==> src/rtl/usb2_ep_in_sched_if.sv <==
// rtl/usb2_ep_in_sched_if.sv - stream and endpoint-buffer signals of usb2_ep_in_sched
// master: the scheduler side (accepts the byte stream, drives the endpoint buffer); slave: its surroundings.
interface usb2_ep_in_sched_if;
    logic [7:0]  s_data;
    logic        s_valid;
    logic        s_last;
    logic        s_ready;

    logic [10:0] buf_in_addr;
    logic [7:0]  buf_in_data;
    logic        buf_in_wren;
    logic        buf_in_ready;
    logic        buf_in_commit;
    logic [10:0] buf_in_commit_len;
    logic        buf_in_commit_ack;

    modport master (
        input  s_data, s_valid, s_last,
        output s_ready,
        output buf_in_addr, buf_in_data, buf_in_wren,
        output buf_in_commit, buf_in_commit_len,
        input  buf_in_ready, buf_in_commit_ack
    );

    modport slave (
        output s_data, s_valid, s_last,
        input  s_ready,
        input  buf_in_addr, buf_in_data, buf_in_wren,
        input  buf_in_commit, buf_in_commit_len,
        output buf_in_ready, buf_in_commit_ack
    );
endinterface

==> src/rtl/usb2_ep_in_sched.sv <==
// rtl/usb2_ep_in_sched.sv - IN endpoint packet scheduler over a double-buffered packet RAM
// Define USB2_EP_IN_SCHED_ZLP_EN to follow a full-size s_last packet with a zero-length packet.
module usb2_ep_in_sched #(
    parameter int MAX_PKT = 512,
    parameter int TIMEOUT = 4096,
    parameter int CNT_W   = 16
) (
    input  logic               phy_clk_i,
    input  logic               reset_i,
    input  logic               flush_i,
    input  logic               abort_i,
    output logic               busy_o,
    output logic [CNT_W-1:0]   pkt_count_o,
    usb2_ep_in_sched_if.master bus
);
    localparam int               TMR_W    = (TIMEOUT < 2) ? 1 : $clog2(TIMEOUT + 1);
    localparam logic [10:0]      MAX_LEN  = 11'(MAX_PKT);
    localparam logic [TMR_W-1:0] TMR_LAST = TMR_W'((TIMEOUT > 0) ? TIMEOUT - 1 : 0);
    localparam bit               TMO_EN   = (TIMEOUT != 0);

    typedef enum logic [1:0] {S_IDLE, S_FILL, S_COMMIT, S_ACK_LOW} state_e;

    state_e           state_q, state_d;
    logic [10:0]      count_q, count_d;
    logic [TMR_W-1:0] timer_q, timer_d;
    logic [10:0]      addr_q, addr_d;
    logic [7:0]       data_q, data_d;
    logic             wren_q, wren_d;
    logic             commit_q, commit_d;
    logic [10:0]      len_q, len_d;
    logic [CNT_W-1:0] pkt_cnt_q, pkt_cnt_d;

    logic        s_ready_w;
    logic        accept;
    logic [10:0] post_count;
    logic        full_hit;
    logic        tmo_hit;
    logic        commit_req;
    logic        zlp_pend;

    assign s_ready_w  = (state_q == S_FILL) && (count_q < MAX_LEN) && !abort_i;
    assign accept     = bus.s_valid && s_ready_w;
    assign post_count = count_q + 11'(accept);
    assign full_hit   = accept && (post_count == MAX_LEN);
    // A timeout only fires on an idle cycle, so a byte arriving on the deadline still joins the packet.
    assign tmo_hit    = TMO_EN && (count_q != 11'd0) && (timer_q == TMR_LAST) && !accept;
    assign commit_req = !abort_i && ((accept && (full_hit || bus.s_last))
                                     || (flush_i && (post_count != 11'd0))
                                     || tmo_hit);

`ifdef USB2_EP_IN_SCHED_ZLP_EN
    logic zlp_q, zlp_d;

    always_comb begin
        zlp_d = zlp_q;
        if (commit_req && accept && bus.s_last && (post_count == MAX_LEN)) begin
            zlp_d = 1'b1;
        end else if ((state_q == S_IDLE) && bus.buf_in_ready) begin
            zlp_d = 1'b0;
        end
    end

    always_ff @(posedge phy_clk_i) begin
        if (reset_i) begin
            zlp_q <= 1'b0;
        end else begin
            zlp_q <= zlp_d;
        end
    end

    assign zlp_pend = zlp_q;
`else
    assign zlp_pend = 1'b0;
`endif

    always_ff @(posedge phy_clk_i) begin
        if (reset_i) begin
            state_q   <= S_IDLE;
            count_q   <= '0;
            timer_q   <= '0;
            addr_q    <= '0;
            data_q    <= '0;
            wren_q    <= 1'b0;
            commit_q  <= 1'b0;
            len_q     <= '0;
            pkt_cnt_q <= '0;
        end else begin
            state_q   <= state_d;
            count_q   <= count_d;
            timer_q   <= timer_d;
            addr_q    <= addr_d;
            data_q    <= data_d;
            wren_q    <= wren_d;
            commit_q  <= commit_d;
            len_q     <= len_d;
            pkt_cnt_q <= pkt_cnt_d;
        end
    end

    always_comb begin
        state_d = state_q;
        case (state_q)
            S_IDLE: begin
                if (bus.buf_in_ready) begin
                    state_d = zlp_pend ? S_COMMIT : S_FILL;
                end
            end
            S_FILL: begin
                if (abort_i) begin
                    state_d = S_IDLE;
                end else if (commit_req) begin
                    state_d = S_COMMIT;
                end
            end
            S_COMMIT: begin
                if (bus.buf_in_commit_ack) begin
                    state_d = S_ACK_LOW;
                end
            end
            S_ACK_LOW: begin
                if (!bus.buf_in_commit_ack) begin
                    state_d = S_IDLE;
                end
            end
            default: state_d = S_IDLE;
        endcase
    end

    // commit is registered off the COMMIT state, so it trails the last write strobe by one cycle.
    always_comb begin
        count_d   = count_q;
        timer_d   = '0;
        addr_d    = addr_q;
        data_d    = data_q;
        wren_d    = accept;
        len_d     = len_q;
        commit_d  = (state_q == S_COMMIT) && !bus.buf_in_commit_ack;
        pkt_cnt_d = pkt_cnt_q;

        if (accept) begin
            count_d = post_count;
            addr_d  = count_q;
            data_d  = bus.s_data;
        end

        if (state_q == S_FILL) begin
            if (abort_i) begin
                count_d = '0;
            end else if (commit_req) begin
                len_d = post_count;
            end
            if (!accept && (count_q != 11'd0)) begin
                timer_d = (&timer_q) ? timer_q : timer_q + 1'b1;
            end
        end

        if ((state_q == S_IDLE) && bus.buf_in_ready && zlp_pend) begin
            len_d = '0;
        end

        if ((state_q == S_COMMIT) && bus.buf_in_commit_ack) begin
            count_d   = '0;
            pkt_cnt_d = pkt_cnt_q + 1'b1;
        end
    end

    assign bus.s_ready           = s_ready_w;
    assign bus.buf_in_addr       = addr_q;
    assign bus.buf_in_data       = data_q;
    assign bus.buf_in_wren       = wren_q;
    assign bus.buf_in_commit     = commit_q;
    assign bus.buf_in_commit_len = len_q;
    assign busy_o                = (state_q != S_IDLE);
    assign pkt_count_o           = pkt_cnt_q;
endmodule

==> src/flat_wrapper.sv <==
// flat-port wrapper written by rule: the top's interface ports become plain ports
module usb2_ep_in_sched_flat 
#(
    parameter int MAX_PKT = 512,
    parameter int TIMEOUT = 4096,
    parameter int CNT_W   = 16
)
  (phy_clk_i, reset_i, flush_i, abort_i, busy_o, pkt_count_o, bus_s_data, bus_s_valid, bus_s_last, bus_s_ready, bus_buf_in_addr, bus_buf_in_data, bus_buf_in_wren, bus_buf_in_commit, bus_buf_in_commit_len, bus_buf_in_ready, bus_buf_in_commit_ack);
  usb2_ep_in_sched_if bus_i ();
  input  logic phy_clk_i;
  input  logic reset_i;
  input  logic flush_i;
  input  logic abort_i;
  output logic busy_o;
  output logic [CNT_W-1:0] pkt_count_o;
  input wire logic [$bits(bus_i.s_data)-1:0] bus_s_data;
  input wire logic [$bits(bus_i.s_valid)-1:0] bus_s_valid;
  input wire logic [$bits(bus_i.s_last)-1:0] bus_s_last;
  output wire logic [$bits(bus_i.s_ready)-1:0] bus_s_ready;
  output wire logic [$bits(bus_i.buf_in_addr)-1:0] bus_buf_in_addr;
  output wire logic [$bits(bus_i.buf_in_data)-1:0] bus_buf_in_data;
  output wire logic [$bits(bus_i.buf_in_wren)-1:0] bus_buf_in_wren;
  output wire logic [$bits(bus_i.buf_in_commit)-1:0] bus_buf_in_commit;
  output wire logic [$bits(bus_i.buf_in_commit_len)-1:0] bus_buf_in_commit_len;
  input wire logic [$bits(bus_i.buf_in_ready)-1:0] bus_buf_in_ready;
  input wire logic [$bits(bus_i.buf_in_commit_ack)-1:0] bus_buf_in_commit_ack;
  assign bus_i.s_data = bus_s_data;
  assign bus_i.s_valid = bus_s_valid;
  assign bus_i.s_last = bus_s_last;
  assign bus_s_ready = bus_i.s_ready;
  assign bus_buf_in_addr = bus_i.buf_in_addr;
  assign bus_buf_in_data = bus_i.buf_in_data;
  assign bus_buf_in_wren = bus_i.buf_in_wren;
  assign bus_buf_in_commit = bus_i.buf_in_commit;
  assign bus_buf_in_commit_len = bus_i.buf_in_commit_len;
  assign bus_i.buf_in_ready = bus_buf_in_ready;
  assign bus_i.buf_in_commit_ack = bus_buf_in_commit_ack;
  usb2_ep_in_sched #(.MAX_PKT(MAX_PKT), .TIMEOUT(TIMEOUT), .CNT_W(CNT_W)) u_core (.phy_clk_i(phy_clk_i), .reset_i(reset_i), .flush_i(flush_i), .abort_i(abort_i), .busy_o(busy_o), .pkt_count_o(pkt_count_o), .bus(bus_i));
endmodule
==> config.mk <==
export PLATFORM = sky130hd
export DESIGN_NAME = usb2_ep_in_sched_flat
export DESIGN_NICKNAME = d
export VERILOG_FILES = /design/src/rtl/usb2_ep_in_sched_if.sv /design/src/rtl/usb2_ep_in_sched.sv /design/src/flat_wrapper.sv
export SDC_FILE = /design/constraint.sdc
export NUM_CORES = 1
export LEC_CHECK = 0
export CAP_MARGIN = 20
export CORE_MARGIN = 5
export CORE_UTILIZATION = 55
export DETAILED_ROUTE_END_ITERATION = 10
export GPL_ROUTABILITY_DRIVEN = 0
export PLACE_DENSITY = 0.85
export SYNTH_ARGS = -nofsm -noshare
export SYNTH_HDL_FRONTEND = slang
export SYNTH_SLANG_ARGS = --single-unit
==> constraint.sdc <==
create_clock -name phy_clk_i -period 10.65 [get_ports phy_clk_i]
set_input_delay 2.13 -clock phy_clk_i [delete_from_list [all_inputs] [get_ports phy_clk_i]]
set_output_delay 2.13 -clock phy_clk_i [all_outputs]
set_load 0.01 [all_outputs]
# [Word-level counts from Yosys, hierarchy flattened]
# Cells that the tools add are included.
[classes] n_addsub=3 multipliers=0 n_div=0 order_cmp=1 n_eq_ne=9 shift=0 n_mux=9 bitwise=3 n_reduce_logical=27
[ops] cell="two-way mux 11 bit" count=3
[ops] cell="nonzero test 11 bit" count=2
[ops] cell="adder 16 x 1 -> 16 bit (second input constant)" count=1
[ops] cell="adder 13 x 1 -> 13 bit (second input constant)" count=1
[ops] cell="== test 13 x 12 -> 1 bit (second input constant)" count=1
[ops] cell="AND reduction 13 bit" count=1
[ops] cell="logical AND 1 bit" count=12
[ops] cell="adder 11 x 1 -> 11 bit" count=1
[ops] cell="== test 11 x 10 -> 1 bit (second input constant)" count=1
[ops] cell="< comparator 11 x 10 -> 1 bit (second input constant)" count=1
[ops] cell="two-way mux 2 bit" count=5
[ops] cell="one-hot mux 2 bit (4 select lines)" count=1
[ops] cell="inequality test 2 bit (second input constant)" count=3
[ops] cell="== test 2 bit (second input constant)" count=2
[ops] cell="AND reduction 4 bit" count=1
[ops] cell="logical NOT 1 bit" count=3
[ops] cell="logical OR 1 bit" count=3
[ops] cell="inequality test 3 x 2 -> 1 bit (second input constant)" count=1
[ops] cell="NOT 1 bit" count=3
[ops] cell="AND reduction 3 bit" count=1
[ops] cell="OR reduction 3 bit" count=1
[ops] cell="== test 2 x 1 -> 1 bit (second input constant)" count=1
[ops] cell="logical NOT 2 bit" count=1
[ops] cell="nonzero test 2 bit" count=1
[ops] cell="OR reduction 2 bit" count=1
[word_totals] register_bits=74 latch_bits=0 ramBits=0 rom_bits=0 out_inout_bits=50 word_cells=61 n_memories=0

# [Logic depth before layout (Yosys ltp)]
[logic_depth] depth_word=15 mapped_depth=16 ltp_nobuf=13

# [Worst setup path after synthesis]
# OpenSTA, ideal clock, no wires.
[synth_path] kind="input -> register" startpoint="in abort_i" endpoint="reg u_core.state_q[0]" setup_ns=0.076 arrival_time_ns=5.175 setup_slack_ns=5.400 cell_stages=14 path_buffers=2 cell_sequence="nor2b_1 -> and3_1 -> nand2_1 -> inv_1 -> clkbuf_1 -> buf_1 -> ha_1 -> ha_1 -> nand2_1 -> nor4_1 -> xnor2_1 -> a41oi_2 -> or4_1 -> o22ai_1"
[synth_via] elab_chain_cells=13 word_cells_on_any_way=19 classes_between="add/sub (1); eq/ne (2); mux (2); reduce/logical (14)"
[synth_rtl] element="start: declaration" line_no="flat_wrapper.sv:13" rtl="input logic abort_i;"
[synth_rtl] element="logical NOT 1 bit *" line_no="usb2_ep_in_sched.sv:41" rtl="assign s_ready_w = (state_q == S_FILL) && (count_q < MAX_LEN) && !abort_i;"
[synth_rtl] element="logical AND 1 bit *" line_no="usb2_ep_in_sched.sv:41"
[synth_rtl] element="via bus_s_ready" line_no="flat_wrapper.sv:19" rtl="output wire logic [$bits(bus_i.s_ready)-1:0] bus_s_ready;"
[synth_rtl] element="logical AND 1 bit *" line_no="usb2_ep_in_sched.sv:42" rtl="assign accept = bus.s_valid && s_ready_w;"
[synth_rtl] element="via u_core.accept" line_no="usb2_ep_in_sched.sv:34" rtl="logic accept;"
[synth_rtl] element="adder 11 x 1 -> 11 bit" line_no="usb2_ep_in_sched.sv:43" rtl="assign post_count = count_q + 11'(accept);"
[synth_rtl] element="== test 11 x 10 -> 1 bit" line_no="usb2_ep_in_sched.sv:44" rtl="assign full_hit = accept && (post_count == MAX_LEN);"
[synth_rtl] element="logical AND 1 bit" line_no="usb2_ep_in_sched.sv:44"
[synth_rtl] element="logical OR 1 bit" line_no="usb2_ep_in_sched.sv:47" rtl="assign commit_req = !abort_i && ((accept && (full_hit || bus.s_last))"
[synth_rtl] element="logical AND 1 bit" line_no="usb2_ep_in_sched.sv:47"
[synth_rtl] element="logical OR 1 bit" line_no="usb2_ep_in_sched.sv:48" rtl="|| (flush_i && (post_count != 11'd0))"
[synth_rtl] element="logical OR 1 bit *" line_no="usb2_ep_in_sched.sv:49" rtl="|| tmo_hit);"
[synth_rtl] element="logical AND 1 bit *" line_no="usb2_ep_in_sched.sv:47"
[synth_rtl] element="inequality test 3 x 2 -> 1 bit (no line) *"
[synth_rtl] element="AND reduction 4 bit (no line) *"
[synth_rtl] element="end signal: assignment" line_no="usb2_ep_in_sched.sv:88" rtl="state_q <= state_d;"
[synth_rtl] element="end: declaration" line_no="usb2_ep_in_sched.sv:23" rtl="state_e state_q, state_d;"
# Mark *: on every way through the listed nets, which the timed path passes. The rest lies on a longest branch.
# A chain may end at the register's enable or synchronous reset.

# [Worst setup path in the final report]
[layout_path] startpoint="in abort_i" endpoint="reg u_core.len_q[7], in the netlist u_core.bus.buf_in_commit_len[7]"
[layout_via] elab_chain_cells=12 word_cells_on_any_way=17 classes_between="add/sub (1); eq/ne (1); bitwise (1); reduce/logical (14)"
[layout_rtl] element="logical NOT 1 bit" line_no="usb2_ep_in_sched.sv:41, usb2_ep_in_sched.sv:47"
[layout_rtl] element="logical AND 1 bit" line_no="usb2_ep_in_sched.sv:41"
[layout_rtl] element="logical AND 1 bit" line_no="usb2_ep_in_sched.sv:42"
[layout_rtl] element="adder 11 x 1 -> 11 bit" line_no="usb2_ep_in_sched.sv:43"
[layout_rtl] element="== test 11 x 10 -> 1 bit" line_no="usb2_ep_in_sched.sv:44"
[layout_rtl] element="logical AND 1 bit" line_no="usb2_ep_in_sched.sv:44"
[layout_rtl] element="logical OR 1 bit" line_no="usb2_ep_in_sched.sv:47"
[layout_rtl] element="logical AND 1 bit" line_no="usb2_ep_in_sched.sv:47"
[layout_rtl] element="logical OR 1 bit" line_no="usb2_ep_in_sched.sv:48"
[layout_rtl] element="logical OR 1 bit" line_no="usb2_ep_in_sched.sv:49"
[layout_rtl] element="logical AND 1 bit" line_no="usb2_ep_in_sched.sv:47"
[layout_rtl] element="AND reduction 3 bit (no line)"
[layout_rtl] element="end signal: assignment" line_no="usb2_ep_in_sched.sv:95" rtl="len_q <= len_d;"
[layout_rtl] element="end: declaration" line_no="usb2_ep_in_sched.sv:30" rtl="logic [10:0] len_q, len_d;"
# Parallel ways exist; a longest one is shown, timed or not.

==> run summary <==
ROUTING
------------------------------------------------------------------------------
Drt via density .................................................         5.54
Antenna viol nets, final ........................................            0
Iter 0 DRT Violations ...........................................          140
Sum of routed wire length over all layers .......................      7620 um
DR WL/cell ......................................................      14.6 um
Vias post-DR ....................................................        2,881
First drt pass iteration count ..................................            4
Post-detailed-route DRC marker count ............................            0

GLOBAL ROUTE
------------------------------------------------------------------------------
Total track usage ...............................................        0.207
Antenna violations before repair ................................            0
Largest net degree at the start of global routing ...............           54
First-pass GRT wire length ......................................    12,600 um
Vias in the first global route ..................................        2,785
Total grt overflow ..............................................            0

SYNTHESIS
------------------------------------------------------------------------------
Post-synth ARST share ...........................................            0
Commonest register cell after synthesis .........................      dfxtp_1
Sequential share of the synthesized area ........................        0.455
Mean instance size in the synthesized netlist ...................     8.44 um2
Leading area contributor after synthesis ........................      dfxtp_1
Number of standard cells after synthesis ........................          386
Synth top cells by count ........................................ 74 x dfxtp_1, 57 x nand2_1, 46 x nor2_1, 27 x a21oi_1, 21 x xnor2_1
Number of enable flip-flop cells after synthesis ................            0
Synth Warn # ....................................................            0
Top cells by area in the synthesized netlist .................... dfxtp_1 45%, nand2_1 6.6%, xnor2_1 5.6%
Most instantiated library cell after synthesis ..................      dfxtp_1
Post-synthesis instance area ....................................  0.00326 mm2
#FFs+latches synth ..............................................           74
Area share of the leading cell type in the synthesized netlist ..        0.455
Post-synth cell types ...........................................           44
Post-synthesis net count ........................................          406

SETUP PATH
------------------------------------------------------------------------------
Worst path arrival time .........................................      6.64 ns
Required time reported for the critical path endpoint ...........     10.89 ns
Cell count of the worst reg-to-reg path .........................           13
Nature of the critical path endpoint ............................    flip-flop
Crit Reg-Reg Startpoint ......................................... u_core.state_q[0]$_SDFFE_PP0P_
Termination of the worst setup path ............................. u_core.bus.buf_in_commit_len[7]$_SDFFE_PP0P_
R2r endpoint .................................................... u_core.bus.buf_in_commit_len[7]$_SDFFE_PP0P_
Critical-path maximum fanout ....................................           29
Worst setup path category .......................................       in2reg
Reg-to-reg setup timing slack ...................................      6.02 ns
Setup crit start ................................................      abort_i
Startpoint type of the worst setup path ......................... primary input

FINISH
------------------------------------------------------------------------------
Nets@finish .....................................................          460
Layout overhead on the synthesized area .........................        27.6%
Layout cells sized above 1 ......................................       0.0607
Total of fill cells in the finished design ......................          447
Antenna diode count .............................................            0
Final core area utilization .....................................        0.711

PWR
------------------------------------------------------------------------------
Part of the power in registers ..................................        0.473
Clock share of power ............................................        0.476
Switching share of power ........................................        0.205
Share of total power in combinational logic .....................        0.051
Leak pwr ........................................................      1.39 nW
Maximum ir drop on the vdd rail .................................     0.143 mV
Internal power contribution .....................................     0.473 mW
Post-layout power ...............................................     0.595 mW
Total power divided by cell area ................................   143 mW/mm2
Net switching power of the design ...............................     0.122 mW

JOB
------------------------------------------------------------------------------
Max-cap violations ..............................................            0

STA
------------------------------------------------------------------------------
Highest achievable clock rate ...................................    0.156 GHz
Summed negative setup slack over all endpoints ..................         0 ns
Final count of hold timing violations ...........................            0
Max Transition Viols Final ......................................            0
Actual slew at the worst max-slew pin ...........................     0.924 ns
Setup violations, final .........................................            0
RSZ-0062 raised after global routing ............................           no
Final critical delay including setup and external delays ........      6.40 ns
Normalized max-slew margin ......................................        0.384
Final worst-path cycle share ....................................        0.601
Layout Skew .....................................................   0.00944 ns

FLOORPLAN
------------------------------------------------------------------------------
Placeable core region ...........................................  0.00585 mm2
Initial standard-cell utilization of the core ...................        0.557
Height of the chip ..............................................      87.0 um
Boundary pin count ..............................................           66
Die Outline Area ................................................  0.00757 mm2
Die Width .......................................................      87.0 um
# rows ..........................................................           28

CTS
------------------------------------------------------------------------------
Clock-pin transition on the worst setup and hold timing paths ...      0.08 ns
CTS buffer count ................................................            9
Clock latency reported for the late side of the worst-skew pair .      0.34 ns
Post-CTS Resized ................................................            0
Number of sinks on the clock net ................................           74
H-Tree Depth ....................................................            3
Count of hold-fix buffers inserted at cts .......................            0
Clock Root Buffer ...............................................     clkbuf_8
Setup repair bufs after CTS .....................................            0
Clock tree buffer depth .........................................            2
CTS tree ........................................................         done

WORST HOLD PATH
------------------------------------------------------------------------------
Class of the tightest hold or removal check .....................      reg2reg

OUTCOME
------------------------------------------------------------------------------
Run status ...................................................... finished clean

PLACEMENT
------------------------------------------------------------------------------
Post-DP HPWL ....................................................      5310 um
Count of input and output buffers ...............................           65

-- routing by layer --
layer,vias to the layer above,global-route usage,wire length (um)
li1,1419,-,-
met1,1361,0.256,3270
met2,83,0.340,3780
met3,18,0.0643,393
met4,0,0.0722,167
met5,-,0,0
-- cell usage in the layout (no fill, tap or decap), types with 2 or more instances in the layout --
cell / instances
a211oi_1: 9
a21oi_1: 27
a311o_1: 2
a31oi_1: 2
and2_1: 2
and3_1: 5
and4_1: 2
bufinv_16: 4
clkbuf_8: 9
clkdlybuf4s50_1: 64
dfxtp_1: 74
ha_1: 4
inv_1: 14
mux2i_1: 3
nand2_1: 57
nand3_1: 15
nand4_1: 9
nor2_1: 46
nor2b_1: 2
nor3_1: 13
nor3b_1: 2
nor4_1: 5
o21ai_0: 10
or3_1: 6
or4_1: 3
xnor2_1: 21
xor2_1: 16
-- critical path, stage by stage --
cell             delay [ns]
clkdlybuf4s50_1        0.44
nor2b_1                0.15
and3_1                 0.19
nand2_1                0.47
inv_1                  0.87
ha_1                   0.36
ha_1                   0.31
nand2_1                0.13
nor4_1                 0.35
xnor2_1                0.24
nand3_1                0.20
o31ai_4                0.46
nor3_1                 0.10
a211oi_1               0.23
-- area by class of cell --
class                      instances  area (um2)  share of cell area
inverter                          14        52.6              0.0126
clock inverter                     7         141              0.0340
multi-input combinational        276        1620               0.390
tap                               75        93.8              0.0226
timing repair buffer              65         646               0.155
sequential                        74        1480               0.356
clock buffer                       9         124              0.0298
-- how the worst min path moves through the flow --
stage                                                 startpoint                                     end  slack [ns]  cells after the start
after floorplan                    u_core.count_q[10]$_SDFF_PP0_           u_core.count_q[10]$_SDFF_PP0_        0.43                      2
after global placement    u_core.bus.buf_in_data[5]$_SDFFE_PP0N_  u_core.bus.buf_in_data[5]$_SDFFE_PP0N_        0.45                      2
after detailed placement  u_core.bus.buf_in_addr[5]$_SDFFE_PP0N_  u_core.bus.buf_in_addr[5]$_SDFFE_PP0N_        0.45                      2
after CTS                 u_core.bus.buf_in_data[0]$_SDFFE_PP0N_  u_core.bus.buf_in_data[0]$_SDFFE_PP0N_        0.46                      2
after global routing      u_core.bus.buf_in_data[0]$_SDFFE_PP0N_  u_core.bus.buf_in_data[0]$_SDFFE_PP0N_        0.48                      2
final                     u_core.bus.buf_in_data[0]$_SDFFE_PP0N_  u_core.bus.buf_in_data[0]$_SDFFE_PP0N_        0.46                      2
-- metrics by stage --
step	instance area [um2]	hold WS [ns]	cells	worst slack, ns
after floorplan	3260	0.435	386	5.40
after global placement	3890	0.447	504	4.16
after detailed placement	3890	0.450	504	3.98
after CTS	4160	0.461	520	4.30
after global routing	4160	0.480	520	3.75
final	4160	0.458	520	4.25
-- logic make-up (layout without fill, tap and decap cells) --
kind of cell	after synthesis	count (layout)	share of synthesized area
flops	74	74	0.455
fa+ha+maj	4	4	0.0154
simple gates	173	173	0.251
mux	3	3	0.00921
buf+inv	36	95	0.0484
compound gates	59	59	0.122
xor+xnor	37	37	0.0994
-- state kept, by name, indices dropped and copies added (netlist names), named ones only --
signal,flops
u_core.pkt_count_o,16
u_core.timer_q,13
u_core.bus.buf_in_addr,11
u_core.bus.buf_in_commit_len,11
u_core.count_q,11
u_core.bus.buf_in_data,8
u_core.bus.buf_in_commit,1
u_core.bus.buf_in_wren,1
u_core.state_q,1
-- power groups by stage --
stage,clock [mW],sequential (mW),combinational (mW)
after floorplan,0,0.289,0.0151
after global placement,0,0.288,0.0299
after detailed placement,0,0.288,0.0302
after CTS,0.286,0.282,0.0305
after global routing,0.299,0.282,0.0333
final,0.283,0.282,0.0304
(Power assumes the default switching activity.)
